## src/rtl/cpu_out_display_pkg.sv

```systemverilog
// Shared constants for the Aeolus cpuOut history display: digit count and
// active-low {g,f,e,d,c,b,a} hex font.
package aeolus_disp_pkg;

  localparam int unsigned NUM_DIGITS = 4;
  localparam int unsigned NIB_W      = 4;
  localparam int unsigned SEG_W      = 7;

  localparam logic [SEG_W-1:0] SEG_BLANK = 7'h7F;

  localparam logic [SEG_W-1:0] SEG_HEX_0 = 7'h40;
  localparam logic [SEG_W-1:0] SEG_HEX_1 = 7'h79;
  localparam logic [SEG_W-1:0] SEG_HEX_2 = 7'h24;
  localparam logic [SEG_W-1:0] SEG_HEX_3 = 7'h30;
  localparam logic [SEG_W-1:0] SEG_HEX_4 = 7'h19;
  localparam logic [SEG_W-1:0] SEG_HEX_5 = 7'h12;
  localparam logic [SEG_W-1:0] SEG_HEX_6 = 7'h02;
  localparam logic [SEG_W-1:0] SEG_HEX_7 = 7'h78;
  localparam logic [SEG_W-1:0] SEG_HEX_8 = 7'h00;
  localparam logic [SEG_W-1:0] SEG_HEX_9 = 7'h10;
  localparam logic [SEG_W-1:0] SEG_HEX_A = 7'h08;
  localparam logic [SEG_W-1:0] SEG_HEX_B = 7'h03;  // lower-case b
  localparam logic [SEG_W-1:0] SEG_HEX_C = 7'h46;
  localparam logic [SEG_W-1:0] SEG_HEX_D = 7'h21;  // lower-case d
  localparam logic [SEG_W-1:0] SEG_HEX_E = 7'h06;
  localparam logic [SEG_W-1:0] SEG_HEX_F = 7'h0E;

endpackage

```

## src/rtl/cpu_out_display_hex_to_seg7.sv

```systemverilog
// Combinational nibble to active-low 7-segment glyph decoder.
module hex_to_seg7
  import aeolus_disp_pkg::*;
(
  input  logic [NIB_W-1:0] i_nibble,
  output logic [SEG_W-1:0] o_seg_c
);

  always_comb begin
    o_seg_c = SEG_BLANK;
    case (i_nibble)
      4'h0:    o_seg_c = SEG_HEX_0;
      4'h1:    o_seg_c = SEG_HEX_1;
      4'h2:    o_seg_c = SEG_HEX_2;
      4'h3:    o_seg_c = SEG_HEX_3;
      4'h4:    o_seg_c = SEG_HEX_4;
      4'h5:    o_seg_c = SEG_HEX_5;
      4'h6:    o_seg_c = SEG_HEX_6;
      4'h7:    o_seg_c = SEG_HEX_7;
      4'h8:    o_seg_c = SEG_HEX_8;
      4'h9:    o_seg_c = SEG_HEX_9;
      4'hA:    o_seg_c = SEG_HEX_A;
      4'hB:    o_seg_c = SEG_HEX_B;
      4'hC:    o_seg_c = SEG_HEX_C;
      4'hD:    o_seg_c = SEG_HEX_D;
      4'hE:    o_seg_c = SEG_HEX_E;
      4'hF:    o_seg_c = SEG_HEX_F;
      default: o_seg_c = SEG_BLANK;
    endcase
  end

endmodule

```

## src/rtl/cpu_out_display.sv

```systemverilog
// Captures distinct consecutive cpuOut values into a 4-deep history and scans it
// onto a 4-digit common-anode display. Define DISP_HISTORY_BLANK_EN to blank unfilled slots.
module cpu_out_display
  import aeolus_disp_pkg::*;
#(
  parameter int unsigned SCAN_DIV = 25000
) (
  input  logic             boardCLK,
  input  logic             reset,
  input  logic [NIB_W-1:0] cpuOut,
  input  logic             hold,
  output logic [SEG_W-1:0] seg,
  output logic             dp,
  output logic [3:0]       an,
  output logic [NIB_W-1:0] latestValue,
  output logic             updatePulse
);

  localparam int unsigned DIV_W = 20;

  logic [NIB_W-1:0] r_hist [NUM_DIGITS];
  logic [3:0]       r_valid;
  logic             r_update;
  logic [DIV_W-1:0] r_div_cnt;
  logic [1:0]       r_digit_idx;
  logic [3:0]       r_an;
  logic [SEG_W-1:0] r_seg;
  logic             r_dp;

  logic             w_capture;
  logic [NIB_W-1:0] w_sel_nib;
  logic [SEG_W-1:0] w_hex_seg;
  logic [SEG_W-1:0] w_seg_nxt;
  logic             w_dp_nxt;

  assign w_capture = !hold && (!r_valid[0] || (cpuOut != r_hist[0]));

  // History shift register; valid saturates once all four slots are filled.
  always_ff @(posedge boardCLK or posedge reset) begin
    if (reset) begin
      for (int i = 0; i < int'(NUM_DIGITS); i++) r_hist[i] <= '0;
      r_valid  <= '0;
      r_update <= 1'b0;
    end else begin
      r_update <= w_capture;
      if (w_capture) begin
        for (int i = int'(NUM_DIGITS) - 1; i > 0; i--) r_hist[i] <= r_hist[i-1];
        r_hist[0] <= cpuOut;
        r_valid   <= r_valid[3] ? r_valid : {r_valid[2:0], 1'b1};
      end
    end
  end

  always_ff @(posedge boardCLK or posedge reset) begin
    if (reset) begin
      r_div_cnt   <= '0;
      r_digit_idx <= '0;
    end else if (r_div_cnt == DIV_W'(SCAN_DIV - 1)) begin
      r_div_cnt   <= '0;
      r_digit_idx <= r_digit_idx + 2'd1;
    end else begin
      r_div_cnt   <= r_div_cnt + DIV_W'(1);
    end
  end

  assign w_sel_nib = r_hist[r_digit_idx];

  hex_to_seg7 u_hex_to_seg7 (
    .i_nibble (w_sel_nib),
    .o_seg_c  (w_hex_seg)
  );

  // dp marks the newest entry, which always sits in digit 0.
  always_comb begin
    w_seg_nxt = w_hex_seg;
    w_dp_nxt  = (r_digit_idx != 2'd0);
`ifdef DISP_HISTORY_BLANK_EN
    if (!r_valid[r_digit_idx]) begin
      w_seg_nxt = SEG_BLANK;
      w_dp_nxt  = 1'b1;
    end
`endif
  end

  always_ff @(posedge boardCLK or posedge reset) begin
    if (reset) begin
      r_an  <= 4'b1111;
      r_seg <= SEG_BLANK;
      r_dp  <= 1'b1;
    end else begin
      r_an  <= ~(4'b0001 << r_digit_idx);
      r_seg <= w_seg_nxt;
      r_dp  <= w_dp_nxt;
    end
  end

  assign seg         = r_seg;
  assign dp          = r_dp;
  assign an          = r_an;
  assign latestValue = r_hist[0];
  assign updatePulse = r_update;

endmodule

```

## config.mk

```make
export PLATFORM = sky130hd
export DESIGN_NAME = cpu_out_display
export DESIGN_NICKNAME = d
export VERILOG_FILES = /design/src/rtl/cpu_out_display_pkg.sv /design/src/rtl/cpu_out_display_hex_to_seg7.sv /design/src/rtl/cpu_out_display.sv
export SDC_FILE = /design/constraint.sdc
export NUM_CORES = 1
export LEC_CHECK = 0
export CAP_MARGIN = 30
export CELL_PAD_IN_SITES_DETAIL_PLACEMENT = 0
export CELL_PAD_IN_SITES_GLOBAL_PLACEMENT = 2
export CORE_ASPECT_RATIO = 1.75
export CORE_MARGIN = 10
export CORE_UTILIZATION = 29
export DETAILED_ROUTE_END_ITERATION = 6
export PLACE_DENSITY = 0.67
export SLEW_MARGIN = 20
export SYNTH_ARGS = -nofsm -noshare
export SYNTH_HDL_FRONTEND = slang
export SYNTH_SLANG_ARGS = --single-unit
```

## constraint.sdc

```tcl
create_clock -name boardCLK -period 2.6 [get_ports boardCLK]
set_input_delay 0.65 -clock boardCLK [delete_from_list [all_inputs] [get_ports boardCLK]]
set_output_delay 0.65 -clock boardCLK [all_outputs]
set_load 0.05 [all_outputs]
```

==> results.md, run 1 <==
- Of the total synthesized cell area, the portion taken by XOR and XNOR cells is 0.0716.
- Among all cell types in the netlist, the one instantiated most often is sky130_fd_sc_hd__dfrtp_1.
- Between clock sinks in the finished design, the worst skew comes to 0.00386 ns.
- Hold timing on the final database bottoms out at a slack of 0.479 ns.
- The share of async-settable or async-resettable flops after synthesis is 1.00.
- The classification of the worst-slack hold path is reg2reg.
- The post-layout minimum cycle time is 2.33 ns.
- The type of element capturing the critical path is a primary output.
- For the pin with the worst max-slew slack, the measured transition is 0.519 ns.
- The cell area that synthesis handed to floorplanning was 2570 um2.
- The H-tree depth is 2.
- Entering global routing, the biggest net connects 36 pins.
- The die outline height is 145 um.
- In this run, placement finished with an instance count of 337.
- The total number of yosys warnings is 0.
- Of all nets on the critical path, the largest fanout is 5.
- The average via count per standard cell is 4.57.
- The count of clock tree sinks is 54.
- Counting both buffers and inverters, the worst setup path holds a total of 1.
- The largest single stage delay on the critical path is 0.87 ns.
- The synthesized design spends more area on one cell type than any other, namely sky130_fd_sc_hd__dfrtp_1.
- Setup repair after global routing left no endpoint under its margin.
- The arithmetic-cell share of the synthesized area counting full adders, half adders and majority gates is 0.0536.
- In the final routed layout, each cell accounts on average for 14.5 um.
- The run finished with clean final reports.
- The area of all sequential standard cells is 1370 um2.
- For this design, the slowest cell found on the critical path is sky130_fd_sc_hd__clkdlybuf4s50_1.
- The first routing iteration left 63 violations.
- The setup path with the least slack is of type reg2out.
- The global-route total usage across every layer is 0.0811.
- The static leakage is 1.30 nW.
- The most used flip-flop cell after synthesis is sky130_fd_sc_hd__dfrtp_1.
- The number of nets with antenna violations after routing is 0.
- The TritonCTS buffer count is 5.
- The post-cts gate resize count is 0.
- Ranked by instance count, the synthesized netlist is headed by sky130_fd_sc_hd__dfrtp_1, sky130_fd_sc_hd__mux2_2, sky130_fd_sc_hd__inv_1, sky130_fd_sc_hd__xnor2_1.
- Setup violations remaining at the end of the flow were counted as 0.
- By area, the combinational part of the netlist is dominated by multiplexers.
- The wire length of the first global-routing pass is 8270 um.
- The clock slew at the register clock pins of the worst setup and hold paths is 0.07 ns.
- The total power density per cell area is 697 nW/um2.
- The cell count after synthesis came out at 204.
- The number of ports placed on the die boundary is 24.
- The initial utilization of the core area, before any placement, comes to 0.296.
- The flip-flop and latch count after synthesis is 54.
- Across the VDD grid, the largest voltage drop is 0.000362 V.
- Compared with the post-synthesis result, the final layout area differs by 19.6%.
- The endpoint required time on the critical path is 1.95 ns.
- The via count of the first global-routing pass was 1,644.
- The die width is 91.1 um.
- The leftover overflow at the end of global routing is 0.
- Traced cell by cell, the critical path runs through clkdlybuf4s50_1.
- The total area of multi-input combinational cells is 1070 um2.
- The complex-gate fraction of the synthesized area is 0.0331.
- The length of the first detailed-routing pass in iterations is 2.
- The number of failing hold endpoints at the final stage is 0.
- The number of nets handed over by synthesis was 222.
- The kind of cell adding the most delay to the critical path is buffers and inverters.
- Headroom to the max-slew limit came out at 0.653.
- The floorplan core area is 8670 um2.
- The wire-length estimate of the detail-placed layout is 3800 um.
- The DRC violation count after routing is 0.
- Across the run, the number of max-cap violations was 0.
- The area share of the largest cell type after synthesis is 0.419.
- The number of enable-type register cells in the synthesized netlist is 0.
- The basic-gate share of the synthesized area counting and, or, nand and nor cells is 0.113.
- The final wirelength is 5020 um.
- Ranked by total cell area, the synthesized netlist is headed by sky130_fd_sc_hd__dfrtp_1, sky130_fd_sc_hd__dfstp_2, sky130_fd_sc_hd__mux2_2, sky130_fd_sc_hd__ha_1, sky130_fd_sc_hd__xnor2_1.
- Of the synthesized area, sequential elements account for 0.531.
- The floorplan has 45 rows.
- Buffers placed on the I/O ports in this run total 23.
- Once layout is complete, the cells apart from fillers number 345.
- In the final layout, the share of cells above drive strength 1 is 0.215.
- For the worst-skew pair, the clock arrives at the later sink with an insertion delay of 0.29 ns.
- The average instance in the mapped netlist occupies 12.6 um2.
- The number of buffers between clock root and the deepest sink is 2.
- The number of antenna violations at the first check in global routing came to 0.
- The CTS tree is done.
- Clock tree synthesis selected as its root buffer the cell sky130_fd_sc_hd__clkbuf_16.
- The setup fix buffers added after clock tree synthesis is 0.
- The highest achievable clock rate is 0.429 GHz.
- The number of max-slew violations in the final report is 0.
- The number of fillers in the final layout is 904.
- STA classifies the critical path startpoint as a register.
- At the end of routability-driven placement, the weighted congestion stood at 0.743.
- For this run, the post-layout net count is 245.
- The number of antenna diodes is 0.
- Of the post-synthesis cell area, the part taken by muxes is 0.147.
- The number of distinct library cell variants in the gate-level netlist after synthesis is 36.
- In the final timing run, aggregate negative setup slack is 0 ns.
- Summing over every cut layer, the via total after detailed routing is 1,577.
- Data on the critical path arrives at its endpoint at 1.68 ns.
- The number of hold buffers added after CTS was 0.
- The die outline area is 13,200 um2.
- The share of the clock period used by the worst path is 0.896.
routing by layer:
metal | GRT usage | up-vias | share of wire
li1 | - | 746 | -
met1 | 0.0709 | 806 | 0.35
met4 | 0.0539 | 0 | 0.037
met3 | 0.0228 | 8 | 0.037
met2 | 0.156 | 17 | 0.58
met5 | 0 | - | 0
sequential cells by signal, summed over array words and instances, names as in the netlist:
register,count
an,4
r_div_cnt,20
r_valid,4
r_digit_idx,2
updatePulse,1
latestValue,4
r_hist,12
seg,7
cells by family after synthesis:
logic type,Yosys count
multiplexers,28
AO/OA/AOI/OAI,13
flip-flops,54
buffers and inverters,25
AND/OR/NAND/NOR,52
XOR/XNOR,21
adder cells (fa/ha/maj),11
per-stage QoR:
step	area [um2]	total power, mW	util	worst slack (ns)
2_1_floorplan	2570	1.30	-	0.653
3_3_place_gp	2910	1.41	0.336	0.341
3_5_place_dp	2910	1.42	0.336	0.332
4_1_cts	3070	2.18	0.354	0.258
5_1_grt	3070	2.24	0.354	0.236
6_report	3070	2.14	0.354	0.270
final timing paths:
| path | cells after the start | to | slack (ns) | from |
|---|---|---|---|---|
| min in group asynchronous | 2 | r_digit_idx[1] | 0.71 | reset |
| max | 1 | latestValue[3] | 0.27 | latestValue[3] |
| min reg2reg | 1 | r_div_cnt[19] | 0.48 | r_div_cnt[19] |
| max reg2reg | 5 | seg[3] | 0.51 | r_digit_idx[0] |
| min | 1 | r_div_cnt[19] | 0.48 | r_div_cnt[19] |
| max in group asynchronous | 3 | seg[0] | 1.28 | reset |
where the power goes:
part | leakage (nW) | switching (mW) | internal (mW) | total (mW)
Combinational | 0.572 | 0.214 | 0.171 | 0.386
Clock | 0.0781 | 0.297 | 0.456 | 0.753
Sequential | 0.647 | 0.0522 | 0.951 | 1.00
Total | 1.30 | 0.564 | 1.58 | 2.14
final cells by class:
class | instances | area share
Clock buffer | 7 | 0.0432
Timing Repair Buffer | 27 | 0.0888
Clock inverter | 1 | 0.00977
Sequential cell | 54 | 0.444
Multi-Input combinational cell | 125 | 0.349
Tap cell | 117 | 0.0476
Inverter | 14 | 0.0171
cell usage in the layout (no fill, tap or decap), types with 2 or more instances in the layout:
cell	instances
sky130_fd_sc_hd__a21oi_1	3
sky130_fd_sc_hd__and3_1	4
sky130_fd_sc_hd__and4_1	5
sky130_fd_sc_hd__buf_4	3
sky130_fd_sc_hd__clkbuf_1	2
sky130_fd_sc_hd__clkbuf_16	5
sky130_fd_sc_hd__clkdlybuf4s50_1	23
sky130_fd_sc_hd__dfrtp_1	43
sky130_fd_sc_hd__dfstp_2	11
sky130_fd_sc_hd__ha_1	11
sky130_fd_sc_hd__inv_1	13
sky130_fd_sc_hd__mux2_2	21
sky130_fd_sc_hd__mux2i_1	2
sky130_fd_sc_hd__mux4_1	2
sky130_fd_sc_hd__mux4_2	3
sky130_fd_sc_hd__nand2_1	6
sky130_fd_sc_hd__nand3_1	10
sky130_fd_sc_hd__nand4_1	6
sky130_fd_sc_hd__nor2_1	8
sky130_fd_sc_hd__nor3_1	2
sky130_fd_sc_hd__nor3b_1	2
sky130_fd_sc_hd__nor4_1	3
sky130_fd_sc_hd__o21ai_0	4
sky130_fd_sc_hd__o22ai_1	2
sky130_fd_sc_hd__xnor2_1	14
sky130_fd_sc_hd__xor2_1	7
Note: power is estimated with default switching activity, not from simulation.
==> inputs of run 2 (changes only) <==
CAP_MARGIN = 20   (was 30)
CTS_CLUSTER_SIZE = 40   (was not set)
clock period = 2.2 ns   (was 2.6 ns; I/O delays follow)
==> run 2 against run 1 <==
Final cell count up 0.87%. Non-clock buffer count up 3. Routed wire length up 1.8%. Flip-flop and latch count unchanged. Core utilization about the same. Die area unchanged. Via count up 1.1%. Critical path type unchanged. Highest routed layer unchanged.
==> results.md, run 2 (synthesized netlist as in run 1, its figures left out) <==
- The length of the first detailed-routing pass in iterations is 2 (unchanged).
- Traced cell by cell, the critical path runs through clkdlybuf4s50_1.
- The number of antenna violations at the first check in global routing is 0 (unchanged).
- The count of clock tree sinks is 54 (unchanged).
- The path class of the tightest hold or removal check is reg2reg.
- The net count reported at finish came to 248 (+1.2%).
- The global-route total usage across every layer is 0.0823 (+0.00121).
- The worst-margin pin slew is 0.502 ns (-0.0169 ns).
- The worst reg2reg path depth is 5 (unchanged).
- The flip-flop count of the largest register, all copies and words added is 20 (unchanged).
- The startpoint kind of the worst setup timing path is a register.
- The row count is 45 (unchanged).
- Leaving out fill and tap cells, the most frequent cell in the layout is sky130_fd_sc_hd__dfrtp_1.
- The worst hold path begins at r_div_cnt[19].
- The initial standard-cell utilization of the core was 0.296 (unchanged).
- The number of ports placed on the die boundary is 24 (unchanged).
- The via count of the first global-routing pass is 1,654 (+0.61%).
- The worst path buffer plus inverter count is 1 (unchanged).
- The fraction of layout cells with a size suffix above 1 is 0.294 (+0.0795).
- The number of antenna diodes is 0 (unchanged).
- The floorplan core area is 8670 um2 (unchanged).
- The number of violations reported at the end of detailed-routing iteration 0 is 40 (-37%).
- The share of the clock period used by the worst path is 0.965.
- The maximum net fanout on the critical path came to 5 (unchanged).
- The total power density per cell area is 827 nW/um2 (+19%).
- The average via count per standard cell is 4.58 (+0.27%).
- For this design, the slowest cell found on the critical path is sky130_fd_sc_hd__clkdlybuf4s50_1.
- The worst path needs 2.12 ns of the cycle, external delays included.
- The post-route cell area is 3080 um2 (about the same).
- The flow ran to the end, and the final reports show no timing, DRC or antenna violations.
- The post-route setup TNS is 0 ns (unchanged).
- TritonCTS built the clock tree.
- The post-route clock skew came to 0.00483 ns (+0.000974 ns).
- The type of element capturing the critical path is a primary output.
- The pin count of the biggest net entering global routing is 55 (+53%).
- The endpoint required time on the critical path came to 1.65 ns (-0.30 ns).
- The die outline height is 145 um (unchanged).
- The die outline area is 13,200 um2 (unchanged).
- The reg-to-reg startpoint is r_digit_idx[0].
- The wire length per cell came to 14.7 um (+0.96%).
- The area added between synthesis and finish is 19.7% (about the same).
- The wire length of the first global-routing pass is 8470 um (+2.5%).
- The total of hold buffers inserted after clock tree synthesis came to 0 (unchanged).
- The TritonCTS buffer count is 5 (unchanged).
- The kind of cell adding the most delay to the critical path is buffers and inverters.
- The detailed placer's ending HPWL is 3750 um (-1.5%).
- The number of failing hold endpoints at the final stage came to 0 (unchanged).
- The highest achievable clock rate is 0.471 GHz.
- r_div_cnt holds more flip-flops than any other register.
- The total via count after detailed routing is 1,595 (+1.1%).
- The relative slew slack is 0.664 (+0.0113).
- The delay of the slowest critical-path stage was 0.84 ns (-0.03 ns).
- The post-detailed-placement cell area is 2910 um2 (unchanged).
- The startpoint-to-endpoint class of the critical path is reg2out.
- The endpoint identified for the worst register-to-register timing path is seg[3].
- The leftover overflow at the end of global routing is 0 (unchanged).
- The later-pin clock latency in the skew report is 0.29 ns (about the same).
- The final wirelength was 5110 um (+1.8%).
- In the layout the commonest cells are sky130_fd_sc_hd__dfrtp_1, sky130_fd_sc_hd__mux2_2, sky130_fd_sc_hd__buf_4.
- The die width is 91.1 um (unchanged).
- The tree is rooted in a sky130_fd_sc_hd__clkbuf_16.
- Setup repair after global routing left no endpoint under its margin.
- The number of buffers between clock root and the deepest sink came to 2 (unchanged).
- The total area of multi-input combinational cells is 1070 um2 (unchanged).
- The number of fillers in the final layout came to 897 (-0.77%).
- The number of nets with antenna violations after routing is 0 (unchanged).
- The DRC violation count after routing is 0 (unchanged).
- The depth of the worst hold-timing path came to 1 (unchanged).
- The setup violation total in the final timing report is 0 (unchanged).
- The setup fix buffers added after clock tree synthesis is 0 (unchanged).
- The worst setup slack for register-to-register paths is 0.11 ns (-0.40 ns).
- The number of max-slew violations in the final report is 0 (unchanged).
- The critical path arrival is 1.57 ns (-0.11 ns).
- The post-cts gate resize count was 0 (unchanged).
- The number of max-cap violations is 0 (unchanged).
- The endpoint of the worst hold-timing path is r_div_cnt[19].
- The static leakage is 1.34 nW (+3.1%).
- The count of input and output buffers came to 23 (unchanged).
- The routability congestion estimate was 0.726 (-2.3%).
- The worst vdd rail ir drop is 0.000299 V (-17%).
- The area of all sequential standard cells is 1370 um2 (unchanged).
- The H-tree depth is 2 (unchanged).
- The clock slew at the register clock pins of the worst setup and hold paths is 0.07 ns (about the same).
-- run 2: area by class of cell --
type,count,share of cell area
Sequential cell,54,0.444
Clock inverter,3,0.0130
Tap cell,117,0.0476
Timing Repair Buffer,30,0.0887
Inverter,14,0.0171
Multi-Input combinational cell,125,0.349
Clock buffer,5,0.0407
-- run 2: how the worst max path moves through the flow --
stage | start | to | slack (ns) | cells past startpoint
6_report | latestValue[0] | latestValue[0] | 0.08 | 1
5_1_grt | r_digit_idx[0] | seg[3] | 0.03 | 5
4_1_cts | latestValue[0] | latestValue[0] | 0.05 | 1
3_5_place_dp | cpuOut[1] | r_hist[0] | 0.06 | 6
3_3_place_gp | cpuOut[1] | r_valid[1] | 0.06 | 5
2_1_floorplan | r_digit_idx[0] | seg[3] | 0.25 | 6
-- run 2: per-layer routing --
| metal | vias up | GRT usage | share of wire | wire, um |
|---|---|---|---|---|
| met2 | 17 | 0.156 | 0.59 | 3030 |
| met4 | 0 | 0.0439 | 0.027 | 136 |
| met3 | 8 | 0.0228 | 0.038 | 196 |
| met5 | - | 0 | 0 | 0 |
| met1 | 814 | 0.0778 | 0.34 | 1740 |
| li1 | 756 | - | - | - |
-- run 2: power breakdown --
part	internal, mW	leakage (nW)	total, mW	switching [mW]
combinational	0.201	0.606	0.462	0.260
sequential	1.12	0.647	1.18	0.0595
clock	0.534	0.0836	0.898	0.365
-- run 2: metrics by stage --
step | hold WS, ns | std cells | power (mW) | util | worst slack, ns
finish | 0.470 | 348 | 2.54 | 0.355 | 0.0762
global route | 0.482 | 348 | 2.68 | 0.355 | 0.0264
CTS | 0.476 | 348 | 2.59 | 0.355 | 0.0498
detailed placement | 0.458 | 340 | 1.67 | 0.336 | 0.0578
global placement | 0.462 | 340 | 1.66 | 0.336 | 0.0590
floorplan | 0.443 | 204 | 1.54 | - | 0.253
==> RTL edit, RTL diff (flow settings as in run 2) <==
Change the package constant `NIB_W` from 4 to 5.
--- a/src/rtl/cpu_out_display_pkg.sv
+++ b/src/rtl/cpu_out_display_pkg.sv
@@ -3,7 +3,7 @@
 package aeolus_disp_pkg;
 
   localparam int unsigned NUM_DIGITS = 4;
-  localparam int unsigned NIB_W      = 4;
+  localparam int unsigned NIB_W      = 5;
   localparam int unsigned SEG_W      = 7;
 
   localparam logic [SEG_W-1:0] SEG_BLANK = 7'h7F;
Ports: changed (resized cpuOut and latestValue); port bits go from 24 to 26. The function was not compared with the original's and may differ.
==> RTL edit against run 2 <==
- total power rose by 19%
- worst setup slack improved by 0.13 ns
- final area rose by 12%
- count of clock-buffer cells in the layout rose by 9
- synthesized cell count rose by 12%
- area after synthesis rose by 8.9%
- fmax rose by 6.5%
- sequential cell count rose by 4
- non-clock buffer count rose by 3
- worst hold slack got worse by 0.013 ns
- routed wire length rose by 12%
- critical path type unchanged
- highest routed layer unchanged
==> RTL edit: results (changes against run 2) <==
layout:
  fin_cells: 386  # was 348
  n_antenna_cell: 0  # unchanged
  largest_register: "r_div_cnt"  # unchanged
  fillers: 953  # was 897
  fin_nets: 278  # was 248
  drive_gt1_share_pct: 32.58  # was 29.44%
  largest_reg_flops: 20  # unchanged
worst_setup_path:
  crit_fanout: 1  # was 5
  r2r_start: "r_digit_idx[0]"  # unchanged
  cp-startpoint: "updatePulse"  # was latestValue[0]
  crit_arrival_ns: 1.44  # was 1.57 ns
  reg2reg_slack_ns: 0.23  # was 0.11 ns
  slowest_stage: "clkdlybuf4s50_1"  # unchanged
  max_stage_delay_ns: 0.80  # was 0.84 ns
  critical-path-top-delay-family: "buffers and inverters"  # unchanged
synth:
  syn-num-nets: 248  # was 222
  synth_cell_types: 41  # was 36
  synth_ff_type: "dfrtp_1"  # unchanged
  seq_area_frac_synth_pct: 52.39  # was 53.14%
  async_flop_share_pct: 100.0  # unchanged
  yosys_warnings: 0  # unchanged
  ys_top_cells_by_area: "dfrtp_1 (42%), dfstp_2 (10%), mux2_2 (9.3%)"  # was dfrtp_1 (42%), dfstp_2 (11%), mux2_2 (9.2%)
  synth_common_cells: "dfrtp_1 (47), mux2_2 (23), inv_1 (17), nor2_1 (12), xor2_1 (12)"  # was dfrtp_1 (43), mux2_2 (21), inv_1 (14), xnor2_1 (14)
  synth_cells: 229  # was 204
sta:
  finalClockSkew_ns: 0.006913  # was 0.004832 ns
  slew_violations: 0  # unchanged
  period_share_pct: 90.63  # was 96.54%
  relSlewSlack_pct: 65.61  # was 66.40%
global_routing:
  grt_pass1_vias: 1949  # was 1654
  gr-usage-met1_pct: 9.555  # was 7.784%
  grt_pass1_wl_mm: 9.798  # was 8.473 mm
  grt_max_degree: 47  # was 55
  grt_util_met3_pct: 3.561  # was 2.283%
  antenna_found_initial: 0  # unchanged
  grt-ovfl-total: 0  # unchanged
  grt_usage_pct: 9.022  # was 8.235%
  grt.met2_usage_pct: 14.90  # was 15.63%
drt:
  first_pass_iters: 4  # was 2
  drt_iter0_markers: 73  # was 40
  vias_per_cell: 4.570  # was 4.583
  wl_per_cell_um: 14.77  # was 14.69 um
clock_tree:
  clk_pin_slew_worst_paths_ns: 0.05  # was 0.07 ns
  htree_levels: 3  # was 2
  numCtsBuffers: 9  # was 5
  cts_root_buffer: "clkbuf_16"  # unchanged
  insertion_delay_ns: 0.33  # was 0.29 ns
  post_cts_buffers: 0  # unchanged
  clockBufferDepth: 2  # unchanged
power_and_ir_drop:
  leakage_uw: 0.001482  # was 0.001337 uW
  ir_drop_uv: 414.1  # was 298.8 uV
min_path:
  min_path_type: "reg2reg"  # unchanged
floorplan:
  coreArea_sq_um: 9468  # was 8671 sq um
run_status:
  status: "complete, no violations"  # unchanged
placed_design:
  io_buffers: 25  # was 23
  dp_cells: 370  # was 340
  gp_congestion: 0.7735  # was 0.7256
  hpwl_mm: 4.103  # was 3.745 mm
  dp_slack_ns: -0.1029  # was 0.05779 ns
## RTL edit: cell types whose count changed after synthesis, sizes merged, moves of 3 or more
cell	run 2	this run
dfrtp	43	47
xor2	7	12
nor2	8	12
o221ai	0	5
nand2	6	10
and3	4	1
mux2	21	24
xnor2	14	11
nand3	10	7
inv	14	17
and4	5	1
or4	0	3
nand4	6	3
## RTL edit: area by class of cell
| type | instances | area share [%] |
|---|---|---|
| clock buffer | 14 | 7.987 |
| clock inverter | 2 | 0.2918 |
| inverter | 17 | 1.860 |
| multi-input combinational | 140 | 34.14 |
| sequential | 58 | 42.74 |
| tap | 122 | 4.449 |
| timing repair buffer | 33 | 8.534 |
## RTL edit: per-layer routing
| layer | wire (um) | up-vias |
|---|---|---|
| met5 | 0 | - |
| met4 | 143 | 0 |
| met3 | 233 | 11 |
| met2 | 3022 | 26 |
| met1 | 2302 | 878 |
| li1 | - | 849 |
## RTL edit: worst paths after layout
check | endpoint | cells past startpoint
worst max-delay path | updatePulse | 1
worst min-delay path | r_div_cnt[19] | 1
worst max register to register | seg[0] | 5
worst min register to register | r_div_cnt[19] | 1
max in group asynchronous | r_digit_idx[0] | 3
min in group asynchronous | updatePulse | 2
## RTL edit: where the power goes
part	switching, uW	internal [uW]
sequential	65.1	1200
clock	458	849
combinational	255	198
total	778	2240
## RTL edit: logic make-up after synthesis
family          share of synthesized area [%]
flops                                   52.39
xor+xnor                                7.203
compound gates                          4.877
buf+inv                                 5.727
fa+ha+maj                               4.922
simple gates                            10.92
mux                                     13.96
## RTL edit: metrics by stage
stage / hold WS, ns / area [sq um] / TNS (ns)
floorplan: 0.4306 / 2796 / 0
global placement: 0.4535 / 3146 / -1.959
finish: 0.4564 / 3431 / 0
CTS: 0.4637 / 3430 / 0
detailed placement: 0.4549 / 3146 / -1.603
global route: 0.4652 / 3431 / 0
